### src/rtl/ama_riscv_mmio_pkg.sv
// Shared widths and types for the MMIO stage and the blocks around it.
package ama_riscv_mmio_pkg;
  localparam int MMIO_CNT_W = 32;
  localparam int UART_DW    = 8;

  typedef logic [UART_DW-1:0] uart_byte_t;
endpackage

### src/rtl/ama_riscv_fifo.sv
// Small synchronous FIFO with wrap-bit pointers and asynchronous reset.
module ama_riscv_fifo #(
  parameter int DW    = 8,
  parameter int DEPTH = 4
) (
  input  logic          clk,
  input  logic          rst,
  input  logic          push,
  input  logic [DW-1:0] push_data,
  input  logic          pop,
  output logic [DW-1:0] pop_data,
  output logic          full,
  output logic          empty
);
  localparam int AW = $clog2(DEPTH);

  logic [DW-1:0] mem [DEPTH];
  logic [AW:0]   wr_ptr, rd_ptr;
  logic          do_push, do_pop;

  assign empty    = (wr_ptr == rd_ptr);
  assign full     = (wr_ptr[AW-1:0] == rd_ptr[AW-1:0]) && (wr_ptr[AW] != rd_ptr[AW]);
  assign do_push  = push && !full;
  assign do_pop   = pop && !empty;
  assign pop_data = mem[rd_ptr[AW-1:0]];

  // Storage is cleared on reset so the head reads 0 while empty.
  always_ff @(posedge clk or posedge rst) begin
    if (rst) begin
      wr_ptr <= '0;
      rd_ptr <= '0;
      for (int i = 0; i < DEPTH; i++) mem[i] <= '0;
    end else begin
      if (do_push) begin
        mem[wr_ptr[AW-1:0]] <= push_data;
        wr_ptr              <= wr_ptr + 1'b1;
      end
      if (do_pop) rd_ptr <= rd_ptr + 1'b1;
    end
  end
endmodule

### src/rtl/ama_riscv_mmio.sv
// MMIO stage: cycle/instr counters, core-to-UART TX FIFO, UART-to-core RX holding register.
module ama_riscv_mmio
  import ama_riscv_mmio_pkg::*;
#(
  parameter int TX_DEPTH = 4
) (
  input  logic                  clk,
  input  logic                  rst,
  input  logic                  inst_wb_nop_or_clear,
  input  logic                  mmio_reset_cnt,
  input  logic                  store_to_uart,
  input  logic [UART_DW-1:0]    mmio_uart_data_in,
  input  logic                  load_from_uart,
  output logic [MMIO_CNT_W-1:0] mmio_cycle_cnt,
  output logic [MMIO_CNT_W-1:0] mmio_instr_cnt,
  output logic [UART_DW-1:0]    mmio_uart_data_out,
  output logic                  mmio_data_out_valid,
  output logic                  mmio_data_in_ready,
  output logic [UART_DW-1:0]    tx_data,
  output logic                  tx_valid,
  input  logic                  tx_ready,
  input  logic [UART_DW-1:0]    rx_data,
  input  logic                  rx_valid,
  output logic                  rx_ready,
  output logic                  tx_overflow
);
  logic [MMIO_CNT_W-1:0] cycle_q, instr_q;
  uart_byte_t            rx_byte_q;
  logic                  rx_full_q;
  logic                  ovf_q;
  logic                  tx_full, tx_empty;

  assign mmio_cycle_cnt = cycle_q;
  assign mmio_instr_cnt = instr_q;

  always_ff @(posedge clk or posedge rst) begin
    if (rst) begin
      cycle_q <= '0;
      instr_q <= '0;
    end else if (mmio_reset_cnt) begin
      cycle_q <= '0;
      instr_q <= '0;
    end else begin
      cycle_q <= cycle_q + 1'b1;
      if (!inst_wb_nop_or_clear) instr_q <= instr_q + 1'b1;
    end
  end

  ama_riscv_fifo #(.DW(UART_DW), .DEPTH(TX_DEPTH)) u_tx_fifo (
    .clk       (clk),
    .rst       (rst),
    .push      (store_to_uart),
    .push_data (mmio_uart_data_in),
    .pop       (tx_ready),
    .pop_data  (tx_data),
    .full      (tx_full),
    .empty     (tx_empty)
  );

  assign tx_valid           = !tx_empty;
  assign mmio_data_in_ready = !tx_full;
  assign tx_overflow        = ovf_q;

  // A dropped store outranks a counter clear in the same cycle.
  always_ff @(posedge clk or posedge rst) begin
    if (rst)                          ovf_q <= 1'b0;
    else if (store_to_uart && tx_full) ovf_q <= 1'b1;
    else if (mmio_reset_cnt)          ovf_q <= 1'b0;
  end

  assign rx_ready            = !rx_full_q;
  assign mmio_data_out_valid = rx_full_q;
  assign mmio_uart_data_out  = rx_byte_q;

  always_ff @(posedge clk or posedge rst) begin
    if (rst) begin
      rx_full_q <= 1'b0;
      rx_byte_q <= '0;
    end else if (rx_valid && !rx_full_q) begin
      rx_full_q <= 1'b1;
      rx_byte_q <= rx_data;
    end else if (load_from_uart) begin
      rx_full_q <= 1'b0;
    end
  end
endmodule

### config.mk
export PLATFORM = sky130hd
export DESIGN_NAME = ama_riscv_mmio
export DESIGN_NICKNAME = d
export VERILOG_FILES = /design/src/rtl/ama_riscv_mmio_pkg.sv /design/src/rtl/ama_riscv_fifo.sv /design/src/rtl/ama_riscv_mmio.sv
export SDC_FILE = /design/constraint.sdc
export NUM_CORES = 1
export LEC_CHECK = 0
export CAP_MARGIN = 25
export CORE_ASPECT_RATIO = 0.5
export CORE_MARGIN = 2
export CORE_UTILIZATION = 43
export CTS_CLUSTER_DIAMETER = 50
export DETAILED_ROUTE_END_ITERATION = 16
export PLACE_DENSITY = 0.81
export SETUP_SLACK_MARGIN = 0.4
export SLEW_MARGIN = 0
export SYNTH_ARGS = -nofsm -noshare
export SYNTH_HDL_FRONTEND = slang
export SYNTH_SLANG_ARGS = --single-unit
### constraint.sdc
create_clock -name clk -period 3.2 [get_ports clk]
set_clock_uncertainty 0.1 [all_clocks]
set_input_delay 0.32 -clock clk [delete_from_list [all_inputs] [get_ports clk]]
set_output_delay 0.32 -clock clk [all_outputs]
set_load 0.05 [all_outputs]
==> run_results.csv, run 1 <==
group,metric,value,unit
die,dieHeight,83.2,microns
sta,tns,0,ns
global_route,grt_antenna_before_repair,0,
place,gp_congestion,0.742,
die,start_util,44.9,%
global_route,grt_max_degree,54,
synth,synth_cells,476,
power_and_ir_drop,pwr_density_cell,695,nW/um^2
routing,via_per_inst,5.44,
power_and_ir_drop,internal_power,0.00311,W
sta,post-route-period-util,84.1,%
critical_path,worstSetupStartpointType,"register",
final_layout,multi_input_area,2430,sq um
die,die_area,13500,sq um
clock_tree,clk-insertion-delay-late,0.35,ns
routing,routed_wl,11700,microns
routing,wl_met1,5300,microns
global_route,grt_pass1_wl,19900,microns
final_layout,ff_latch_area,2800,sq um
critical_path,worstPathRequired,2.78,ns
place,io_buffers,108,
critical_path,crit_path_start,"u_tx_fifo.rd_ptr[0]",
critical_path,slowest_delay,0.72,ns
power_and_ir_drop,swShare,35.6,%
routing,wl_met2,6010,microns
final_layout,nNetsFinal,611,
final_layout,area_growth,28.9,%
sta,tightest_slew,0.931,ns
synth,avgSynthCellArea,11.3,sq um
synth,yosysSeqAreaShare,52.0,%
global_route,grt_pass1_vias,4116,
power_and_ir_drop,pwr-share-clk,24.1,%
routing,highest_layer,"met4",
critical_path,worst-r2r-setup-slack,0.76,ns
synth,yosys_warnings,0,
sta,slew_headroom,37.9,%
critical_path,worst-path-buf-inv,1,
critical_path,r2r_end,"mmio_instr_cnt[29]",
synth,synth.distinct_cells,36,
synth,synth_nets,507,
sta,fmax,371,MHz
die,core-area,12000,sq um
clock_tree,holdBufCountCts,0,
final_layout,filler_cell_count,1004,
power_and_ir_drop,p_seq_share,39.5,%
critical_path,worstPathArrival,2.27,ns
run_status,status,"finished clean",
routing,ant_nets,0,
critical_path,slowest_stage,"clkdlybuf4s50_1",
clock_tree,cts_buffers,9,
die,row_count,28,
clock_tree,clockBufferDepth,2,
sta,hold_viol,0,
clock_tree,cts_sinks,112,
critical_path,crit_cells,2,
critical_path,critPathKind,"register to output port",
sta,grt_setup_unrepaired,"false",
critical_path,r2r-start,"mmio_instr_cnt[3]",
place,dp_hpwl,8070,microns
critical_path,cp_cell_sequence,"mux4_2 -> clkdlybuf4s50_1",
critical_path,crit_path_end_kind,"output port",
power_and_ir_drop,power_frac_comb,36.4,%
routing,first_iter_violations,210,
clock_tree,path_clk_slew,0.08,ns
routing,dr_total_vias,4079,
flow_run,maxCapViolations,0,
sta,final-setup-viol-count,0,
global_route,grt-ovfl-total,0,
critical_path,rr_worst_depth,4,
power_and_ir_drop,leakage,2.76,nW
critical_path,crit_family,"buffers and inverters",
sta,period_needed,2.69,ns
die,die_w,162,microns
final_layout,antenna_cells,0,
sta,slew_violations,0,
clock_tree,cts_tree,"done",
critical_path,crit_fanout,9,
min_path,hold_path_class,"primary input to async pin",
die,ios,109,
routing,drc,0,
final_layout,fin_util,57.8,%
power_and_ir_drop,power_switching,0.00172,W
routing,drt_pass1_iterations,4,
clock_tree,htree_levels,3,
synth,synth-seq-cells,112,
final_layout,drive_gt1_share,15.7,%
global_route,track_usage,17.8,%
routing,dr_wl_met3,297,microns
power_and_ir_drop,irDropWorstVdd,0.579,mV
synth,synth_area,5390,sq um
clock_tree,cts_root_buffer,"clkbuf_16",
routing,wl_per_cell,15.6,microns
## sequential cells by signal, summed over array words and instances (netlist names)
register / count
mmio_uart_data_out: 8
tx_overflow: 1
u_tx_fifo.mem: 32
mmio_instr_cnt: 32
u_tx_fifo.rd_ptr: 3
u_tx_fifo.wr_ptr: 3
mmio_data_out_valid: 1
mmio_cycle_cnt: 32
## final cells by class
type	count	area share, %
clock buffers	9	3.24
clock inverters	7	1.24
inverters	14	0.810
multi-input cells	328	35.0
flip-flops and latches	112	40.3
well taps	165	2.97
repair buffers	115	16.4
## synth_stat cells
master / n / area share, %
nor4_1: 7 / 0.81
o21ai_0: 15 / 1.4
nand4b_4: 1 / 0.44
or3_2: 3 / 0.42
and3b_2: 1 / 0.19
o22ai_1: 1 / 0.12
nor2_1: 32 / 2.2
nor4b_1: 1 / 0.16
a31oi_2: 1 / 0.23
nor3_1: 3 / 0.28
inv_1: 14 / 0.97
o31ai_1: 17 / 2.4
mux2i_1: 1 / 0.19
dfrtp_1: 112 / 52
and4_1: 11 / 1.8
and3_1: 3 / 0.35
nor2b_1: 11 / 1.3
nand4_1: 16 / 1.9
xnor2_1: 12 / 1.9
or4_1: 18 / 2.5
nand2_1: 26 / 1.8
o21bai_1: 1 / 0.14
a21oi_1: 31 / 2.9
ha_1: 7 / 1.6
buf_2: 5 / 0.46
mux4_2: 8 / 3.3
xor2_1: 16 / 2.6
nand3_1: 20 / 1.9
nand3b_1: 1 / 0.14
and2_1: 1 / 0.12
buf_1: 1 / 0.070
mux2_2: 50 / 10
buf_6: 2 / 0.42
clkbuf_1: 14 / 0.97
and2b_2: 2 / 0.33
or3_1: 11 / 1.3
## cell usage in the layout (no fill, tap or decap), types with 2 or more instances in the layout
cell / instances
dfrtp_1: 111
clkdlybuf4s50_1: 107
mux2_2: 50
nor2_1: 32
a21oi_1: 31
nand2_1: 26
nand3_1: 20
or4_1: 18
o31ai_1: 17
xor2_1: 16
nand4_1: 16
o21ai_0: 15
inv_1: 13
xnor2_1: 12
nor2b_1: 11
and4_1: 11
or3_1: 11
clkbuf_16: 9
mux4_2: 8
nor4_1: 7
ha_1: 7
buf_4: 6
or3_2: 3
and3_1: 3
nor3_1: 3
inv_6: 3
and2b_2: 2
## kinds of logic (layout without fill, tap and decap cells)
family,count (synthesis),in the layout,synth area share (%)
xor+xnor,28,28,4.55
simple gates,168,168,17.8
flops,112,112,52.0
buf+inv,36,145,2.90
mux,59,59,14.0
compound gates,66,66,7.13
fa+ha+maj,7,7,1.62
## worst reg2reg max path: cells and delay by family, from the launching register on
kind             cells  cell delay (ns)
and+or+nand+nor      3             1.40
DFF                  1             0.46
muxes                1             0.37
## per-stage QoR
step	cell area (sq um)	hold slack (ns)	cells	power, W	worst slack, ns
global placement	6640	0.381	734	0.00366	0.413
finish	6950	0.278	750	0.00483	0.507
global route	6950	0.329	750	0.00508	0.425
CTS	6950	0.296	750	0.00488	0.486
detailed placement	6640	0.390	734	0.00371	0.346
floorplan	5390	0.305	476	0.00319	0.734
## layer usage
layer	track usage, %	up-vias
met2	30.8	56
met5	0	-
met3	3.70	6
li1	-	1953
met4	4.26	0
met1	23.1	2064
## timing repair
action | CTS | global route
resized for setup | 1 | 0
endpoints found under the setup margin | 6 | 0
buffers inserted | 0 | 0
## how the worst max path moves through the flow
stage	slack, ns	end
floorplan	0.73	mmio_instr_cnt[29]
global placement	0.41	mmio_instr_cnt[29]
detailed placement	0.35	mmio_instr_cnt[29]
CTS	0.49	tx_data[7]
global route	0.43	tx_data[7]
finish	0.51	tx_data[7]
## power groups by stage
stage | registers [W] | logic [W] | clock network, W
floorplan | 0.00195 | 0.00124 | 0
global placement | 0.00192 | 0.00174 | 0
detailed placement | 0.00193 | 0.00178 | 0
CTS | 0.00191 | 0.00178 | 0.00120
global route | 0.00195 | 0.00187 | 0.00126
finish | 0.00191 | 0.00176 | 0.00116
Note: power is estimated with default switching activity, not from simulation.
==> inputs of run 2 (changes only) <==
--- a/config.mk
+++ b/config.mk
@@ -11,7 +11,7 @@
 export CORE_UTILIZATION = 43
 export CTS_CLUSTER_DIAMETER = 50
 export DETAILED_ROUTE_END_ITERATION = 16
-export PLACE_DENSITY = 0.81
+export PLACE_DENSITY = 0.79
 export SETUP_SLACK_MARGIN = 0.4
 export SLEW_MARGIN = 0
 export SYNTH_ARGS = -nofsm -noshare
==> constraint.sdc (replaced) <==
create_clock -name clk -period 2.5 [get_ports clk]
set_clock_uncertainty 0.1 [all_clocks]
set_input_delay 0.25 -clock clk [delete_from_list [all_inputs] [get_ports clk]]
set_output_delay 0.25 -clock clk [all_outputs]
set_load 0.05 [all_outputs]
==> run 2 against run 1 <==
Effect of this change:
- clock power increased by 27%
- highest routed layer unchanged
- largest cell class unchanged
- first-iteration DRC count increased by 18%
- sequential share of layout area decreased by 0.74 points
==> run_results.csv, run 2 (synthesis results as in run 1) <==
group,metric,value,unit
sta,final-setup-viol-count,0,
place,gp_congestion,0.805,
die,dieHeight,83.2,microns
critical_path,worstPathRequired,2.15,ns
place,dp_hpwl,8620,microns
critical_path,r2r-start,"mmio_instr_cnt[2]",
critical_path,crit_fanout,8,
power_and_ir_drop,power_switching,0.00223,W
routing,wl_per_cell,15.9,microns
sta,fmax,487,MHz
die,die_area,13500,sq um
flow_run,maxCapViolations,0,
sta,post-route-period-util,82.1,%
final_layout,mostFrequentLayoutCell,"clkdlybuf4s50_1",
routing,drt_pass1_iterations,4,
final_layout,antenna_cells,0,
routing,via_per_inst,5.43,
critical_path,worstSetupStartpointType,"register",
power_and_ir_drop,pwr-share-clk,23.5,%
power_and_ir_drop,swShare,35.7,%
power_and_ir_drop,internal_power,0.00402,W
clock_tree,cts_buffers,9,
final_layout,drive_gt1_share,27.2,%
global_route,track_usage,18.8,%
clock_tree,htree_levels,3,
critical_path,crit_path_end_kind,"output port",
sta,period_needed,2.05,ns
power_and_ir_drop,leakage,2.83,nW
critical_path,slowest_stage,"mux4_2",
routing,drc,0,
clock_tree,clockBufferDepth,2,
final_layout,filler_cell_count,982,
die,row_count,28,
sta,tightest_slew,0.771,ns
final_layout,fin_util,59.7,%
die,core-area,12000,sq um
global_route,grt_pass1_vias,4194,
power_and_ir_drop,power_frac_comb,37.7,%
sta,hold_viol,0,
routing,first_iter_violations,247,
routing,dr_total_vias,4191,
place,io_buffers,108,
power_and_ir_drop,power.total,0.00625,W
run_status,status,"finished clean",
clock_tree,path_clk_slew,0.07,ns
routing,routed_wl,12300,microns
critical_path,worstPathArrival,1.70,ns
final_layout,area_growth,33.1,%
clock_tree,cts_sinks,112,
critical_path,critPathKind,"register to output port",
sta,slew_headroom,48.6,%
clock_tree,cts_root_buffer,"clkbuf_16",
critical_path,cp_cell_sequence,"buf_6 -> mux4_2 -> buf_4",
sta,holdWs,0.107,ns
place,dp.cells,748,
global_route,grt_pass1_wl,20900,microns
power_and_ir_drop,irDropWorstVdd,0.857,mV
sta,slew_violations,0,
global_route,grt-ovfl-total,0,
clock_tree,cts_tree,"done",
global_route,grt_max_degree,73,
critical_path,slowest_delay,0.55,ns
sta,tns,0,ns
clock_tree,clk-insertion-delay-late,0.34,ns
final_layout,nNetsFinal,633,
final_layout,final_cell_mix,"97 x clkdlybuf4s50_1, 81 x dfrtp_1, 50 x mux2_2",
die,ios,109,
routing,ant_nets,0,
power_and_ir_drop,pwr_density_cell,871,nW/um^2
min_path,hold_path_class,"primary input to async pin",
power_and_ir_drop,p_seq_share,38.7,%
sta,grt_setup_unrepaired,"true",
critical_path,worst-r2r-setup-slack,0.46,ns
critical_path,r2r_end,"mmio_instr_cnt[29]",
global_route,grt_antenna_before_repair,0,
critical_path,rr_worst_depth,4,
die,die_w,162,microns
final_layout,final_cells,772,
die,start_util,44.9,%
run 2: metal layers:
layer | GRT usage, % | part of all wire [%]
met2 | 31.1 | 50
met5 | 0 | 0
met1 | 25.9 | 46
met3 | 3.80 | 3.0
met4 | 3.94 | 0.99
run 2: how the worst max path moves through the flow:
stage,startpoint,end,slack (ns),depth (start not counted)
after floorplan,mmio_instr_cnt[0],mmio_instr_cnt[29],0.27,5
after global placement,inst_wb_nop_or_clear,mmio_instr_cnt[29],0.05,5
after detailed placement,inst_wb_nop_or_clear,mmio_instr_cnt[29],0.01,5
after CTS,u_tx_fifo.rd_ptr[1],tx_data[4],0.41,2
after global routing,mmio_instr_cnt[3],mmio_instr_cnt[27],0.38,4
final,u_tx_fifo.rd_ptr[1],tx_data[2],0.45,3
run 2: what timing repair did:
item | 4_1_cts | 5_1_grt
setup endpoints to repair | 56 | 21
pin swaps | 1 | 0
setup buffers | 3 | 5
gates resized for setup | 21 | 7
hold buffers | 0 | 0
run 2: cell type report:
type / count / area [sq um] / area share [%]
sequential: 112 / 2840 / 39.6
multi-input combinational: 328 / 2470 / 34.4
timing repair buffer: 137 / 1300 / 18.1
clock buffer: 10 / 239 / 3.33
tap: 165 / 206 / 2.88
clock inverter: 6 / 67.6 / 0.942
inverter: 14 / 56.3 / 0.785
run 2: power groups by stage:
stage | sequential [W] | combinational (W) | clock [W]
floorplan | 0.00250 | 0.00159 | 0
global placement | 0.00242 | 0.00226 | 0
detailed placement | 0.00246 | 0.00232 | 0
CTS | 0.00243 | 0.00232 | 0.00151
global route | 0.00247 | 0.00250 | 0.00157
finish | 0.00242 | 0.00236 | 0.00147
run 2: stage by stage:
step	setup slack, ns	instance area [sq um]
2_1_floorplan	0.266	5440
5_1_grt	0.380	7170
3_5_place_dp	0.0123	6780
6_report	0.447	7170
4_1_cts	0.408	7130
3_3_place_gp	0.0525	6780
run 2: worst max-delay path: cells and delay by family (launching register included):
family   cells  cell delay, ns
mux          1            0.55
flops        1            0.42
buf+inv      2            0.39
==> inputs of run 3 (changes only) <==
--- a/config.mk
+++ b/config.mk
@@ -11,7 +11,7 @@
 export CORE_UTILIZATION = 43
 export CTS_CLUSTER_DIAMETER = 50
 export DETAILED_ROUTE_END_ITERATION = 16
-export PLACE_DENSITY = 0.79
+export PLACE_DENSITY = 0.81
 export SETUP_SLACK_MARGIN = 0.4
 export SLEW_MARGIN = 0
 export SYNTH_ARGS = -nofsm -noshare
==> constraint.sdc (replaced) <==
create_clock -name clk -period 1.74 [get_ports clk]
set_clock_uncertainty 0.1 [all_clocks]
set_input_delay 0.174 -clock clk [delete_from_list [all_inputs] [get_ports clk]]
set_output_delay 0.174 -clock clk [all_outputs]
set_load 0.05 [all_outputs]
==> run 3 against run 2 <==
Effect of this change:
- the flow now finishes with violations (negative setup slack)
- critical path type is now register to register
- critical endpoint is now mmio_instr_cnt[22]
- cell area increased by 31%
- core utilization is 18 points higher
- critical path depth grew 4
- first-iteration DRC count grew 100%
==> run_results.csv, run 3 (synthesis results as in run 1) <==
group,metric,value,unit
clock_tree,clockBufferDepth,2,
clock_tree,htree_levels,3,
final_layout,mostFrequentLayoutCell,"buf_6",
final_layout,nNetsFinal,749,
place,dp_hpwl,8930,microns
min_path,hold_path_class,"primary input to async pin",
power_and_ir_drop,leakage,4.09,nW
routing,drt_pass1_iterations,5,
global_route,track_usage,23.3,%
sta,worst_slack,-0.367,ns
global_route,grt_pass1_vias,4853,
sta,slew_headroom,73.5,%
place,dp.cells,809,
final_layout,final_cell_mix,"95 x buf_6, 76 x buf_4, 59 x dfrtp_1",
power_and_ir_drop,irDropWorstVdd,1.20,mV
critical_path,worstPathRequired,1.93,ns
sta,slew_violations,0,
routing,wl_per_cell,21.9,microns
place,io_buffers,108,
die,dieHeight,83.2,microns
critical_path,worstSetupStartpointType,"register",
die,die_w,162,microns
routing,drc,0,
clock_tree,cts_sinks,112,
sta,tightest_slew,0.395,ns
final_layout,area_growth,74.1,%
routing,ant_nets,0,
final_layout,fin_util,78.1,%
clock_tree,cts_root_buffer,"clkbuf_16",
flow_run,maxCapViolations,0,
critical_path,crit_path_end_kind,"register",
power_and_ir_drop,pwr_density_cell,1190,nW/um^2
routing,routed_wl,19500,microns
clock_tree,clk-insertion-delay-late,0.36,ns
critical_path,worstPathArrival,2.29,ns
global_route,grt-ovfl-total,0,
die,ios,109,
routing,first_iter_violations,497,
final_layout,filler_cell_count,621,
final_layout,drive_gt1_share,63.1,%
routing,via_per_inst,5.90,
die,row_count,28,
clock_tree,cts_tree,"done",
run_status,violations,"negative setup slack",
run_status,status,"finished, violations left",
die,core-area,12000,sq um
sta,fmax,475,MHz
clock_tree,path_clk_slew,0.09,ns
sta,grt_setup_unrepaired,"true",
sta,final-setup-viol-count,66,
global_route,grt_pass1_wl,25200,microns
sta,period_needed,2.11,ns
clock_tree,cts_buffers,9,
critical_path,crit_fanout,8,
final_layout,antenna_cells,0,
die,die_area,13500,sq um
sta,post-route-period-util,121,%
global_route,grt_max_degree,62,
critical_path,critPathKind,"register to register",
final_layout,final_cells,888,
global_route,grt_antenna_before_repair,0,
routing,dr_total_vias,5242,
sta,hold_viol,0,
die,start_util,44.9,%
place,gp_congestion,0.789,
clock_tree,holdBufCountCts,0,
## run 3: path summary, 6_finish.rpt
path	startpoint	slack, ns	to	depth (start not counted)
max in group asynchronous	rst	1.05	mmio_instr_cnt[14]	3
min	rst	0.15	u_tx_fifo.mem[5]	3
min reg2reg	u_tx_fifo.mem[19]	0.41	u_tx_fifo.mem[19]	1
min in group clk	mmio_reset_cnt	0.18	mmio_instr_cnt[20]	3
max reg2reg	mmio_instr_cnt[1]	-0.37	mmio_instr_cnt[22]	7
max	mmio_instr_cnt[1]	-0.37	mmio_instr_cnt[22]	7
## run 3: what timing repair did
action,CTS,global route
setup buffers,33,26
resized for setup,175,120
endpoints found under the hold margin,0,0
endpoints found under the setup margin,144,147
pin swaps,35,43
gates cloned,4,0
## run 3: per-layer routing
layer	up-vias	GRT usage (%)	wire length [microns]
met5	-	0	0
met1	2678	31.3	7860
met2	255	39.0	9770
li1	2227	-	-
met3	82	4.50	959
met4	0	5.87	864
## run 3: where the power goes
group	internal (W)	switching (W)	total (W)
registers	0.00314	0.000391	0.00353
clock network	0.00104	0.00113	0.00216
logic	0.00275	0.00269	0.00544
## run 3: final cells by class
class | instances | area, sq um | share of cell area [%]
clock buffers | 9 | 225 | 2.40
clock inverters | 7 | 78.8 | 0.840
inverters | 14 | 56.3 | 0.600
multi-input cells | 330 | 3190 | 34.0
flip-flops and latches | 112 | 2870 | 30.6
well taps | 165 | 206 | 2.20
repair buffers | 251 | 2760 | 29.4
## run 3: metrics by stage
| step | cell area (sq um) | hold WS, ns | power, W | setup TNS (ns) | setup WS (ns) |
|---|---|---|---|---|---|
| after CTS | 8700 | 0.156 | 0.0107 | -5.50 | -0.261 |
| after global routing | 9390 | 0.180 | 0.0115 | -12.27 | -0.403 |
| after floorplan | 5770 | 0.156 | 0.00627 | -9.35 | -0.493 |
| final | 9390 | 0.154 | 0.0111 | -9.29 | -0.367 |
| after detailed placement | 7360 | 0.388 | 0.00752 | -10.44 | -0.614 |
| after global placement | 7360 | 0.382 | 0.00740 | -8.59 | -0.561 |
## run 3: worst max-delay path, cell delays in order (launching register included)
cell and delay [ns]:
dfrtp_2 0.41, buf_6 0.13, ha_4 0.13, and3b_2 0.21
nand4_1 0.19, buf_6 0.22, or4_4 0.50, a21oi_1 0.14
